==> config.mk <==
export PLATFORM = sky130hd
export DESIGN_NAME = fb_read_arbiter_flat
export DESIGN_NICKNAME = d
export VERILOG_FILES = /design/src/rtl/fb_pkg.sv /design/src/rtl/fb_read_arbiter_if.sv /design/src/rtl/fb_tag_pipe.sv /design/src/rtl/fb_read_arbiter.sv /design/src/flat_wrapper.sv
export SDC_FILE = /design/constraint.sdc
export NUM_CORES = 1
export LEC_CHECK = 0
export ABC_AREA = 1
export BUFFER_PORTS_ARGS = -buffer_cell sky130_fd_sc_hd__buf_2
export CAP_MARGIN = 15
export CORE_UTILIZATION = 53
export DETAILED_ROUTE_END_ITERATION = 7
export GPL_ROUTABILITY_DRIVEN = 0
export PLACE_DENSITY = 0.85
export SETUP_SLACK_MARGIN = 0.15
export SYNTH_ARGS = -nofsm -noshare
export SYNTH_HDL_FRONTEND = slang
export SYNTH_SLANG_ARGS = --single-unit
==> constraint.sdc <==
create_clock -name clk -period 4.25 [get_ports clk]
set_input_delay 0.425 -clock clk [delete_from_list [all_inputs] [get_ports clk]]
set_output_delay 0.425 -clock clk [all_outputs]
set_load 0.01 [all_outputs]
==> src/rtl/fb_pkg.sv <==
`default_nettype none
// ============================================================================
//  Module   : fb_pkg
//  Brief    : Shared types and constants for the frame-buffer read arbiter.
//  Revision : 1.0  initial release
// ============================================================================
package fb_pkg;

    localparam int FB_NUM_PIXELS = 76800;

    typedef enum logic [1:0] {
        ST_ACTIVE = 2'd0,
        ST_BLANK  = 2'd1,
        ST_FORCE  = 2'd2
    } fb_state_e;

    typedef enum logic [1:0] {
        REQ_NONE = 2'd0,
        REQ_VGA  = 2'd1,
        REQ_STR  = 2'd2
    } fb_req_e;

    // One response slot: who owns it, and whether the address was out of range.
    typedef struct packed {
        fb_req_e req;
        logic    oob;
    } fb_tag_t;

    localparam fb_tag_t FB_TAG_IDLE = '{req: REQ_NONE, oob: 1'b0};

endpackage
`default_nettype wire

==> src/rtl/fb_read_arbiter_if.sv <==
`default_nettype none
// ============================================================================
//  Module   : fb_read_arbiter_if
//  Brief    : Requester, RAM and status signals of the frame-buffer arbiter.
//  Revision : 1.0  initial release
// ============================================================================
interface fb_read_arbiter_if #(
    parameter int ADDR_W = 17,
    parameter int DATA_W = 12
);
    logic              vga_blank;
    logic              vga_req;
    logic [ADDR_W-1:0] vga_addr;
    logic              vga_gnt;
    logic              vga_rvalid;
    logic              str_req;
    logic [ADDR_W-1:0] str_addr;
    logic              str_gnt;
    logic              str_rvalid;
    logic              ram_rd_en;
    logic [ADDR_W-1:0] ram_addr;
    logic [DATA_W-1:0] ram_rdata;
    logic [DATA_W-1:0] rdata;
    logic              oob_err;
    logic [15:0]       str_grant_cnt;

    modport slave (
        input  vga_blank, vga_req, vga_addr, str_req, str_addr, ram_rdata,
        output vga_gnt, vga_rvalid, str_gnt, str_rvalid,
        output ram_rd_en, ram_addr, rdata, oob_err, str_grant_cnt
    );

    modport master (
        output vga_blank, vga_req, vga_addr, str_req, str_addr, ram_rdata,
        input  vga_gnt, vga_rvalid, str_gnt, str_rvalid,
        input  ram_rd_en, ram_addr, rdata, oob_err, str_grant_cnt
    );
endinterface
`default_nettype wire

==> src/rtl/fb_tag_pipe.sv <==
`default_nettype none
// ============================================================================
//  Module   : fb_tag_pipe
//  Brief    : Fixed-depth delay line carrying response ownership tags.
//  Revision : 1.0  initial release
// ============================================================================
module fb_tag_pipe
    import fb_pkg::*;
#(
    parameter int DEPTH = 3
) (
    input  wire     clk,
    input  wire     rst,
    input  fb_tag_t i_tag,
    output fb_tag_t o_tag
);

    fb_tag_t r_stage [DEPTH];

    always_ff @(posedge clk) begin
        if (rst) begin
            for (int i = 0; i < DEPTH; i++) begin
                r_stage[i] <= FB_TAG_IDLE;
            end
        end else begin
            r_stage[0] <= i_tag;
            for (int i = 1; i < DEPTH; i++) begin
                r_stage[i] <= r_stage[i-1];
            end
        end
    end

    assign o_tag = r_stage[DEPTH-1];

endmodule
`default_nettype wire

==> src/rtl/fb_read_arbiter.sv <==
`default_nettype none
// ============================================================================
//  Module   : fb_read_arbiter
//  Brief    : Two-requester frame-buffer read arbiter with starvation guard.
//  Revision : 1.0  initial release
// ============================================================================
module fb_read_arbiter
    import fb_pkg::*;
#(
    parameter int ADDR_W       = 17,
    parameter int DATA_W       = 12,
    parameter int NUM_PIXELS   = FB_NUM_PIXELS,
    parameter int RAM_LAT      = 2,
    parameter int STARVE_LIMIT = 64
) (
    input  wire              clk,
    input  wire              rst,
    fb_read_arbiter_if.slave bus
);

    localparam int c_pipe_depth = 1 + RAM_LAT;
    localparam int c_starve_w   = $clog2(STARVE_LIMIT + 1);
    localparam logic [c_starve_w-1:0] c_starve_trip = c_starve_w'(STARVE_LIMIT - 1);
    localparam logic [c_starve_w-1:0] c_starve_sat  = c_starve_w'(STARVE_LIMIT);
    localparam logic [ADDR_W:0]       c_num_pixels  = (ADDR_W + 1)'(NUM_PIXELS);

    fb_state_e             r_state;
    fb_state_e             w_state_nxt;
    logic [c_starve_w-1:0] r_starve_cnt;
    logic                  w_vga_gnt;
    logic                  w_str_gnt;
    logic                  w_any_gnt;
    logic                  w_gnt_oob;
    logic [ADDR_W-1:0]     w_gnt_addr;
    fb_tag_t               w_tag_in;
    fb_tag_t               w_tag_out;
    logic                  r_ram_rd_en;
    logic [ADDR_W-1:0]     r_ram_addr;
    logic                  r_oob_err;
    logic [15:0]           r_str_grant_cnt;
    logic                  w_vga_rvalid;
    logic                  w_str_rvalid;
    logic [DATA_W-1:0]     w_rdata;

    always_ff @(posedge clk) begin
        if (rst) begin
            r_state <= ST_ACTIVE;
        end else begin
            r_state <= w_state_nxt;
        end
    end

    always_comb begin
        w_state_nxt = r_state;
        w_vga_gnt   = 1'b0;
        w_str_gnt   = 1'b0;
        case (r_state)
            ST_ACTIVE: begin
                w_vga_gnt = bus.vga_req;
                w_str_gnt = bus.str_req & ~bus.vga_req;
                if (bus.vga_blank) begin
                    w_state_nxt = ST_BLANK;
                end else if ((r_starve_cnt == c_starve_trip) && bus.str_req && !w_str_gnt) begin
                    w_state_nxt = ST_FORCE;
                end
            end
            ST_BLANK: begin
                w_str_gnt = bus.str_req;
                w_vga_gnt = bus.vga_req & ~bus.str_req;
                if (!bus.vga_blank) begin
                    w_state_nxt = ST_ACTIVE;
                end
            end
            ST_FORCE: begin
                w_str_gnt   = bus.str_req;
                w_state_nxt = bus.vga_blank ? ST_BLANK : ST_ACTIVE;
            end
            default: begin
                w_state_nxt = ST_ACTIVE;
            end
        endcase
        if (rst) begin
            w_vga_gnt = 1'b0;
            w_str_gnt = 1'b0;
        end
    end

    // Counts consecutive refused stream cycles; holds at its ceiling rather than wrapping.
    always_ff @(posedge clk) begin
        if (rst || !bus.str_req || w_str_gnt) begin
            r_starve_cnt <= '0;
        end else if (r_starve_cnt != c_starve_sat) begin
            r_starve_cnt <= r_starve_cnt + 1'b1;
        end
    end

    assign w_any_gnt  = w_vga_gnt | w_str_gnt;
    assign w_gnt_addr = w_vga_gnt ? bus.vga_addr : bus.str_addr;
    assign w_gnt_oob  = ({1'b0, w_gnt_addr} >= c_num_pixels);

    always_comb begin
        w_tag_in = FB_TAG_IDLE;
        if (w_vga_gnt) begin
            w_tag_in.req = REQ_VGA;
        end else if (w_str_gnt) begin
            w_tag_in.req = REQ_STR;
        end
        w_tag_in.oob = w_any_gnt & w_gnt_oob;
    end

    always_ff @(posedge clk) begin
        if (rst) begin
            r_ram_rd_en     <= 1'b0;
            r_ram_addr      <= '0;
            r_oob_err       <= 1'b0;
            r_str_grant_cnt <= '0;
        end else begin
            r_ram_rd_en <= w_any_gnt & ~w_gnt_oob;
            if (w_any_gnt) begin
                r_ram_addr <= w_gnt_addr;
            end
            if (w_any_gnt && w_gnt_oob) begin
                r_oob_err <= 1'b1;
            end
            if (w_str_gnt && (r_str_grant_cnt != 16'hFFFF)) begin
                r_str_grant_cnt <= r_str_grant_cnt + 16'd1;
            end
        end
    end

    fb_tag_pipe #(
        .DEPTH (c_pipe_depth)
    ) u_tag_pipe (
        .clk   (clk),
        .rst   (rst),
        .i_tag (w_tag_in),
        .o_tag (w_tag_out)
    );

    assign w_vga_rvalid = ~rst & (w_tag_out.req == REQ_VGA);
    assign w_str_rvalid = ~rst & (w_tag_out.req == REQ_STR);
    // Out-of-range slots still return, but with zero data instead of whatever the RAM drives.
    assign w_rdata = ((w_vga_rvalid | w_str_rvalid) && !w_tag_out.oob) ? bus.ram_rdata : '0;

    assign bus.vga_gnt       = w_vga_gnt;
    assign bus.str_gnt       = w_str_gnt;
    assign bus.vga_rvalid    = w_vga_rvalid;
    assign bus.str_rvalid    = w_str_rvalid;
    assign bus.ram_rd_en     = r_ram_rd_en;
    assign bus.ram_addr      = r_ram_addr;
    assign bus.rdata         = w_rdata;
    assign bus.oob_err       = r_oob_err;
    assign bus.str_grant_cnt = r_str_grant_cnt;

endmodule
`default_nettype wire
==> src/flat_wrapper.sv <==
// flat-port wrapper written by rule: the top's interface ports become plain ports
module fb_read_arbiter_flat import fb_pkg::*;
#(
    parameter int ADDR_W       = 17,
    parameter int DATA_W       = 12,
    parameter int NUM_PIXELS   = FB_NUM_PIXELS,
    parameter int RAM_LAT      = 2,
    parameter int STARVE_LIMIT = 64
)
  (clk, rst, bus_vga_blank, bus_vga_req, bus_vga_addr, bus_str_req, bus_str_addr, bus_ram_rdata, bus_vga_gnt, bus_vga_rvalid, bus_str_gnt, bus_str_rvalid, bus_ram_rd_en, bus_ram_addr, bus_rdata, bus_oob_err, bus_str_grant_cnt);
  fb_read_arbiter_if #(.ADDR_W(ADDR_W), .DATA_W(DATA_W)) bus_i ();
  input  wire clk;
  input  wire rst;
  input wire logic [$bits(bus_i.vga_blank)-1:0] bus_vga_blank;
  input wire logic [$bits(bus_i.vga_req)-1:0] bus_vga_req;
  input wire logic [$bits(bus_i.vga_addr)-1:0] bus_vga_addr;
  input wire logic [$bits(bus_i.str_req)-1:0] bus_str_req;
  input wire logic [$bits(bus_i.str_addr)-1:0] bus_str_addr;
  input wire logic [$bits(bus_i.ram_rdata)-1:0] bus_ram_rdata;
  output wire logic [$bits(bus_i.vga_gnt)-1:0] bus_vga_gnt;
  output wire logic [$bits(bus_i.vga_rvalid)-1:0] bus_vga_rvalid;
  output wire logic [$bits(bus_i.str_gnt)-1:0] bus_str_gnt;
  output wire logic [$bits(bus_i.str_rvalid)-1:0] bus_str_rvalid;
  output wire logic [$bits(bus_i.ram_rd_en)-1:0] bus_ram_rd_en;
  output wire logic [$bits(bus_i.ram_addr)-1:0] bus_ram_addr;
  output wire logic [$bits(bus_i.rdata)-1:0] bus_rdata;
  output wire logic [$bits(bus_i.oob_err)-1:0] bus_oob_err;
  output wire logic [$bits(bus_i.str_grant_cnt)-1:0] bus_str_grant_cnt;
  assign bus_i.vga_blank = bus_vga_blank;
  assign bus_i.vga_req = bus_vga_req;
  assign bus_i.vga_addr = bus_vga_addr;
  assign bus_i.str_req = bus_str_req;
  assign bus_i.str_addr = bus_str_addr;
  assign bus_i.ram_rdata = bus_ram_rdata;
  assign bus_vga_gnt = bus_i.vga_gnt;
  assign bus_vga_rvalid = bus_i.vga_rvalid;
  assign bus_str_gnt = bus_i.str_gnt;
  assign bus_str_rvalid = bus_i.str_rvalid;
  assign bus_ram_rd_en = bus_i.ram_rd_en;
  assign bus_ram_addr = bus_i.ram_addr;
  assign bus_rdata = bus_i.rdata;
  assign bus_oob_err = bus_i.oob_err;
  assign bus_str_grant_cnt = bus_i.str_grant_cnt;
  fb_read_arbiter #(.ADDR_W(ADDR_W), .DATA_W(DATA_W), .NUM_PIXELS(NUM_PIXELS), .RAM_LAT(RAM_LAT), .STARVE_LIMIT(STARVE_LIMIT)) u_core (.clk(clk), .rst(rst), .bus(bus_i));
endmodule
==> flow_results.xml <==
<?xml version="1.0" encoding="UTF-8"?>
<metrics>
  <group name="worst_setup_path">
    <metric name="worst_setup_path_start_kind" unit="">primary input</metric>
    <metric name="timing.critical_path.mode_cell" unit="">sky130_fd_sc_hd__buf_2</metric>
    <metric name="timing.critical_path.slowest_cell_delay" unit="ps">640</metric>
    <metric name="ff2ff_setup_slack" unit="ps">2330</metric>
    <metric name="cp_max_fo" unit="">27</metric>
    <metric name="critical_path_required" unit="ps">3830</metric>
    <metric name="timing.setup.critical_path_class" unit="">in2out</metric>
    <metric name="critPathTopFamily" unit="">buffers and inverters</metric>
    <metric name="timing.critical_path.cells" unit="">buf_2 -&gt; nor3_1 -&gt; o21bai_1 -&gt; nor2_1 -&gt; buf_2</metric>
    <metric name="crit_slowest_cell" unit="">sky130_fd_sc_hd__o21bai_1</metric>
    <metric name="timing.critical_path.arrival" unit="ps">1960</metric>
    <metric name="worst-path-buf-inv" unit="">2</metric>
    <metric name="worst_setup_path_end_kind" unit="">output port</metric>
  </group>
  <group name="synth">
    <metric name="synth.yosys.warnings" unit="">0</metric>
    <metric name="netlist-cell-type-count" unit="">39</metric>
    <metric name="count_of_flip_flops_with_a_built_in_enable_after_synthesis" unit="">0</metric>
    <metric name="syn_area_per_cell" unit="um^2">7.30</metric>
    <metric name="synthesis.nets" unit="">444</metric>
    <metric name="synth_seq_area_share" unit="%">37.7</metric>
    <metric name="synth-simple-area-share" unit="%">31.5</metric>
    <metric name="netlist_instances" unit="">386</metric>
    <metric name="multiplexer_share_of_the_synthesized_area" unit="%">0</metric>
    <metric name="postSynthRegisterBits" unit="">53</metric>
    <metric name="synthArstFlopShare" unit="%">0</metric>
    <metric name="post_synth_fa_ha_maj_area_fraction" unit="%">3.11</metric>
    <metric name="compound_cell_area_share_of_the_yosys_netlist" unit="%">12.2</metric>
    <metric name="synth_top_family_by_area" unit="">simple AND/OR/NAND/NOR gates</metric>
    <metric name="ys.flop_type" unit="">sky130_fd_sc_hd__dfxtp_1</metric>
    <metric name="post_synth_xor_area_fraction" unit="%">4.35</metric>
    <metric name="synth_top_cell_by_area" unit="">sky130_fd_sc_hd__dfxtp_1</metric>
    <metric name="synthDominantCellAreaShare" unit="%">37.7</metric>
    <metric name="synthesis.area" unit="um^2">2820</metric>
    <metric name="netlist_top_cells_area" unit="">sky130_fd_sc_hd__dfxtp_1, sky130_fd_sc_hd__nand2_1, sky130_fd_sc_hd__inv_1</metric>
  </group>
  <group name="global_routing">
    <metric name="grt_antenna_before_repair" unit="">0</metric>
    <metric name="grt_pass1_wl" unit="mm">10.2</metric>
    <metric name="grt_util_met1" unit="%">29.2</metric>
    <metric name="grt_max_degree" unit="">28</metric>
    <metric name="global_router_s_overall_resource_usage" unit="%">23.6</metric>
    <metric name="met2_use_gr" unit="%">41.1</metric>
    <metric name="first_global_vias" unit="">2355</metric>
    <metric name="global_route.overflow_total" unit="">0</metric>
    <metric name="grt_util_met3" unit="%">3.75</metric>
    <metric name="gr-max-usage-layer" unit="">met2</metric>
  </group>
  <group name="final_layout">
    <metric name="layout-area-overhead-vs-synth" unit="%">21.9</metric>
    <metric name="final-seq-area" unit="um^2">1060</metric>
    <metric name="multi_input_area" unit="um^2">1440</metric>
    <metric name="final_cell_mix" unit="">sky130_fd_sc_hd__buf_2, sky130_fd_sc_hd__nand2_1, sky130_fd_sc_hd__dfxtp_1</metric>
    <metric name="nFillCells" unit="">444</metric>
    <metric name="finalNetCount" unit="">541</metric>
    <metric name="mostFrequentLayoutCell" unit="">sky130_fd_sc_hd__buf_2</metric>
    <metric name="antennaDiodeCount" unit="">0</metric>
    <metric name="final_layout_size_suffix_gt1_share" unit="%">31.0</metric>
  </group>
  <group name="floorplanning">
    <metric name="core_region_area" unit="um^2">5110</metric>
    <metric name="initial_utilization" unit="%">55.1</metric>
    <metric name="dieWidth" unit="um">74.9</metric>
    <metric name="pin_count" unit="">102</metric>
    <metric name="fp.dieArea" unit="um^2">5610</metric>
    <metric name="rows" unit="">26</metric>
    <metric name="dieHeight" unit="um">74.9</metric>
  </group>
  <group name="placement">
    <metric name="place.port_buffers" unit="">101</metric>
    <metric name="hpwlAfterDp" unit="mm">4.60</metric>
  </group>
  <group name="sta">
    <metric name="final_period_minus_worst_setup_slack" unit="ps">2390</metric>
    <metric name="fin_worst_hold_slack" unit="ps">380</metric>
    <metric name="maxSlewHeadroom" unit="%">49.4</metric>
    <metric name="rsz_0062_raised_after_global_routing" unit="">no</metric>
    <metric name="timing.clock.skew" unit="ps">5.55</metric>
    <metric name="final.setup.tns" unit="ps">0</metric>
    <metric name="tightest_slew" unit="ps">758</metric>
    <metric name="post-route-period-util" unit="%">56.1</metric>
    <metric name="timing.final.setup_violations" unit="">0</metric>
    <metric name="final-max-slew-violation-count" unit="">0</metric>
    <metric name="final_hold_viol_count" unit="">0</metric>
    <metric name="max_clock_freq" unit="MHz">419</metric>
  </group>
  <group name="clock_network">
    <metric name="clock_network_latency_to_the_later_pin_of_the_worst_skew_pair" unit="ps">300</metric>
    <metric name="cts_tree" unit="">built</metric>
    <metric name="cts.clk_slew.worst_paths" unit="ps">90</metric>
    <metric name="cts_inserted_buffers" unit="">5</metric>
    <metric name="clock-root-buffer" unit="">sky130_fd_sc_hd__clkbuf_8</metric>
    <metric name="clock_sink_count" unit="">53</metric>
    <metric name="postCtsSetupRepairBufs" unit="">0</metric>
    <metric name="cts_resized" unit="">0</metric>
    <metric name="holdBufCountCts" unit="">0</metric>
    <metric name="number_of_buffers_between_clock_root_and_the_deepest_sink" unit="">2</metric>
    <metric name="ctsHtreeMaxLevel" unit="">2</metric>
  </group>
  <group name="routing">
    <metric name="drt.antenna.violating_nets" unit="">0</metric>
    <metric name="via_count" unit="">2758</metric>
    <metric name="detail_route.drc_violations" unit="">2</metric>
    <metric name="totalWireLength" unit="mm">6.47</metric>
    <metric name="drt_pre_antenna_iters" unit="">7</metric>
    <metric name="vias_per_cell" unit="">4.98</metric>
    <metric name="route.detailed.wl_per_inst" unit="um">11.7</metric>
    <metric name="drt_iter0_drc" unit="">172</metric>
  </group>
  <group name="status">
    <metric name="violated_checks" unit="">design-rule violations</metric>
    <metric name="run_status" unit="">finished, violations left</metric>
  </group>
  <group name="power">
    <metric name="static_leakage" unit="nW">1.70</metric>
    <metric name="ir_drop" unit="V">0.000178</metric>
    <metric name="power_density" unit="nW/um^2">306</metric>
  </group>
  <group name="run">
    <metric name="maxCapViolCount" unit="">0</metric>
  </group>
  <group name="worst_hold_path">
    <metric name="worst_hold_path_type" unit="">in2reg</metric>
  </group>
</metrics>
## power by group
group | internal, mW | switching (mW)
logic | 0.0632 | 0.100
clock network | 0.192 | 0.159
registers | 0.521 | 0.0149
## worst reg2reg max path, delay by kind of cell, from the launching register on
family | cells | cell delay (ps)
AO/OA/AOI/OAI | 1 | 330
adder cells (fa/ha/maj) | 1 | 230
buffers and inverters | 4 | 430
flip-flops | 1 | 420
AND/OR/NAND/NOR | 5 | 480
## sequential cells by signal (all words and copies together), names as in the netlist
name and cells:
u_core.bus.ram_rd_en 1, u_core.r_starve_cnt 7, u_core.r_state 2, u_core.bus.ram_addr 17, u_core.bus.oob_err 1, u_core.u_tag_pipe.r_stage 9, u_core.bus.str_grant_cnt 16
## cell type report
| class | count | share of cell area, % |
|---|---|---|
| multi-input cells | 263 | 41.9 |
| flip-flops and latches | 53 | 30.9 |
| repair buffers | 101 | 14.7 |
| inverters | 59 | 6.52 |
| well taps | 70 | 2.55 |
| clock buffers | 7 | 2.51 |
| clock inverters | 1 | 0.875 |
## metrics by stage
step / util (%) / instances / setup slack [ps] / cell area [um^2] / power, mW
3_5_place_dp: 64.9 / 546 / 1850 / 3320 / 0.708
2_1_floorplan: - / 386 / 2380 / 2820 / 0.651
4_1_cts: 67.2 / 554 / 1860 / 3430 / 1.06
5_1_grt: 67.2 / 554 / 1660 / 3430 / 1.10
3_3_place_gp: 64.9 / 546 / 1950 / 3320 / 0.703
6_report: 67.2 / 554 / 1860 / 3430 / 1.05
## routing by layer
layer / wire length (um) / up-vias
met1: 2810 / 1247
met4: 91 / 0
met5: 0 / -
li1: - / 1402
met2: 3190 / 101
met3: 383 / 8
## path summary, 6_finish.rpt
path                                                                  from                                          to  depth (start not counted)
worst min register to register  u_core.u_tag_pipe.r_stage[0][2]$_SDFF_PP0_  u_core.u_tag_pipe.r_stage[0][5]$_SDFF_PP0_                          2
worst min-delay path                                       bus_vga_addr[0]         u_core.bus.ram_addr[0]$_SDFFE_PP0P_                          3
worst max-delay path                                                   rst                                bus_rdata[4]                          5
worst max register to register              u_core.r_state[0]$_SDFFE_PP0P_         u_core.bus.ram_addr[2]$_SDFFE_PP0P_                         11
## synthesized netlist by cell type, types with 5 or more instances
cell	number
sky130_fd_sc_hd__dfxtp_1	53
sky130_fd_sc_hd__nand3_1	23
sky130_fd_sc_hd__nor2_1	43
sky130_fd_sc_hd__ha_1	7
sky130_fd_sc_hd__xor2_1	10
sky130_fd_sc_hd__inv_1	51
sky130_fd_sc_hd__nand2_2	8
sky130_fd_sc_hd__nand2_1	87
sky130_fd_sc_hd__inv_2	7
sky130_fd_sc_hd__a31oi_1	6
sky130_fd_sc_hd__a21oi_2	9
sky130_fd_sc_hd__a21oi_1	15
sky130_fd_sc_hd__o21ai_0	16
sky130_fd_sc_hd__nor3_1	5
## logic make-up (layout without fill, tap and decap cells)
kind of cell / after synthesis / after routing
AND/OR/NAND/NOR: 187 / 187
adder cells (fa/ha/maj): 7 / 7
AO/OA/AOI/OAI: 55 / 55
buffers and inverters: 70 / 168
XOR/XNOR: 14 / 14
flip-flops: 53 / 53
No activity file was read; power rests on OpenSTA's default activity.
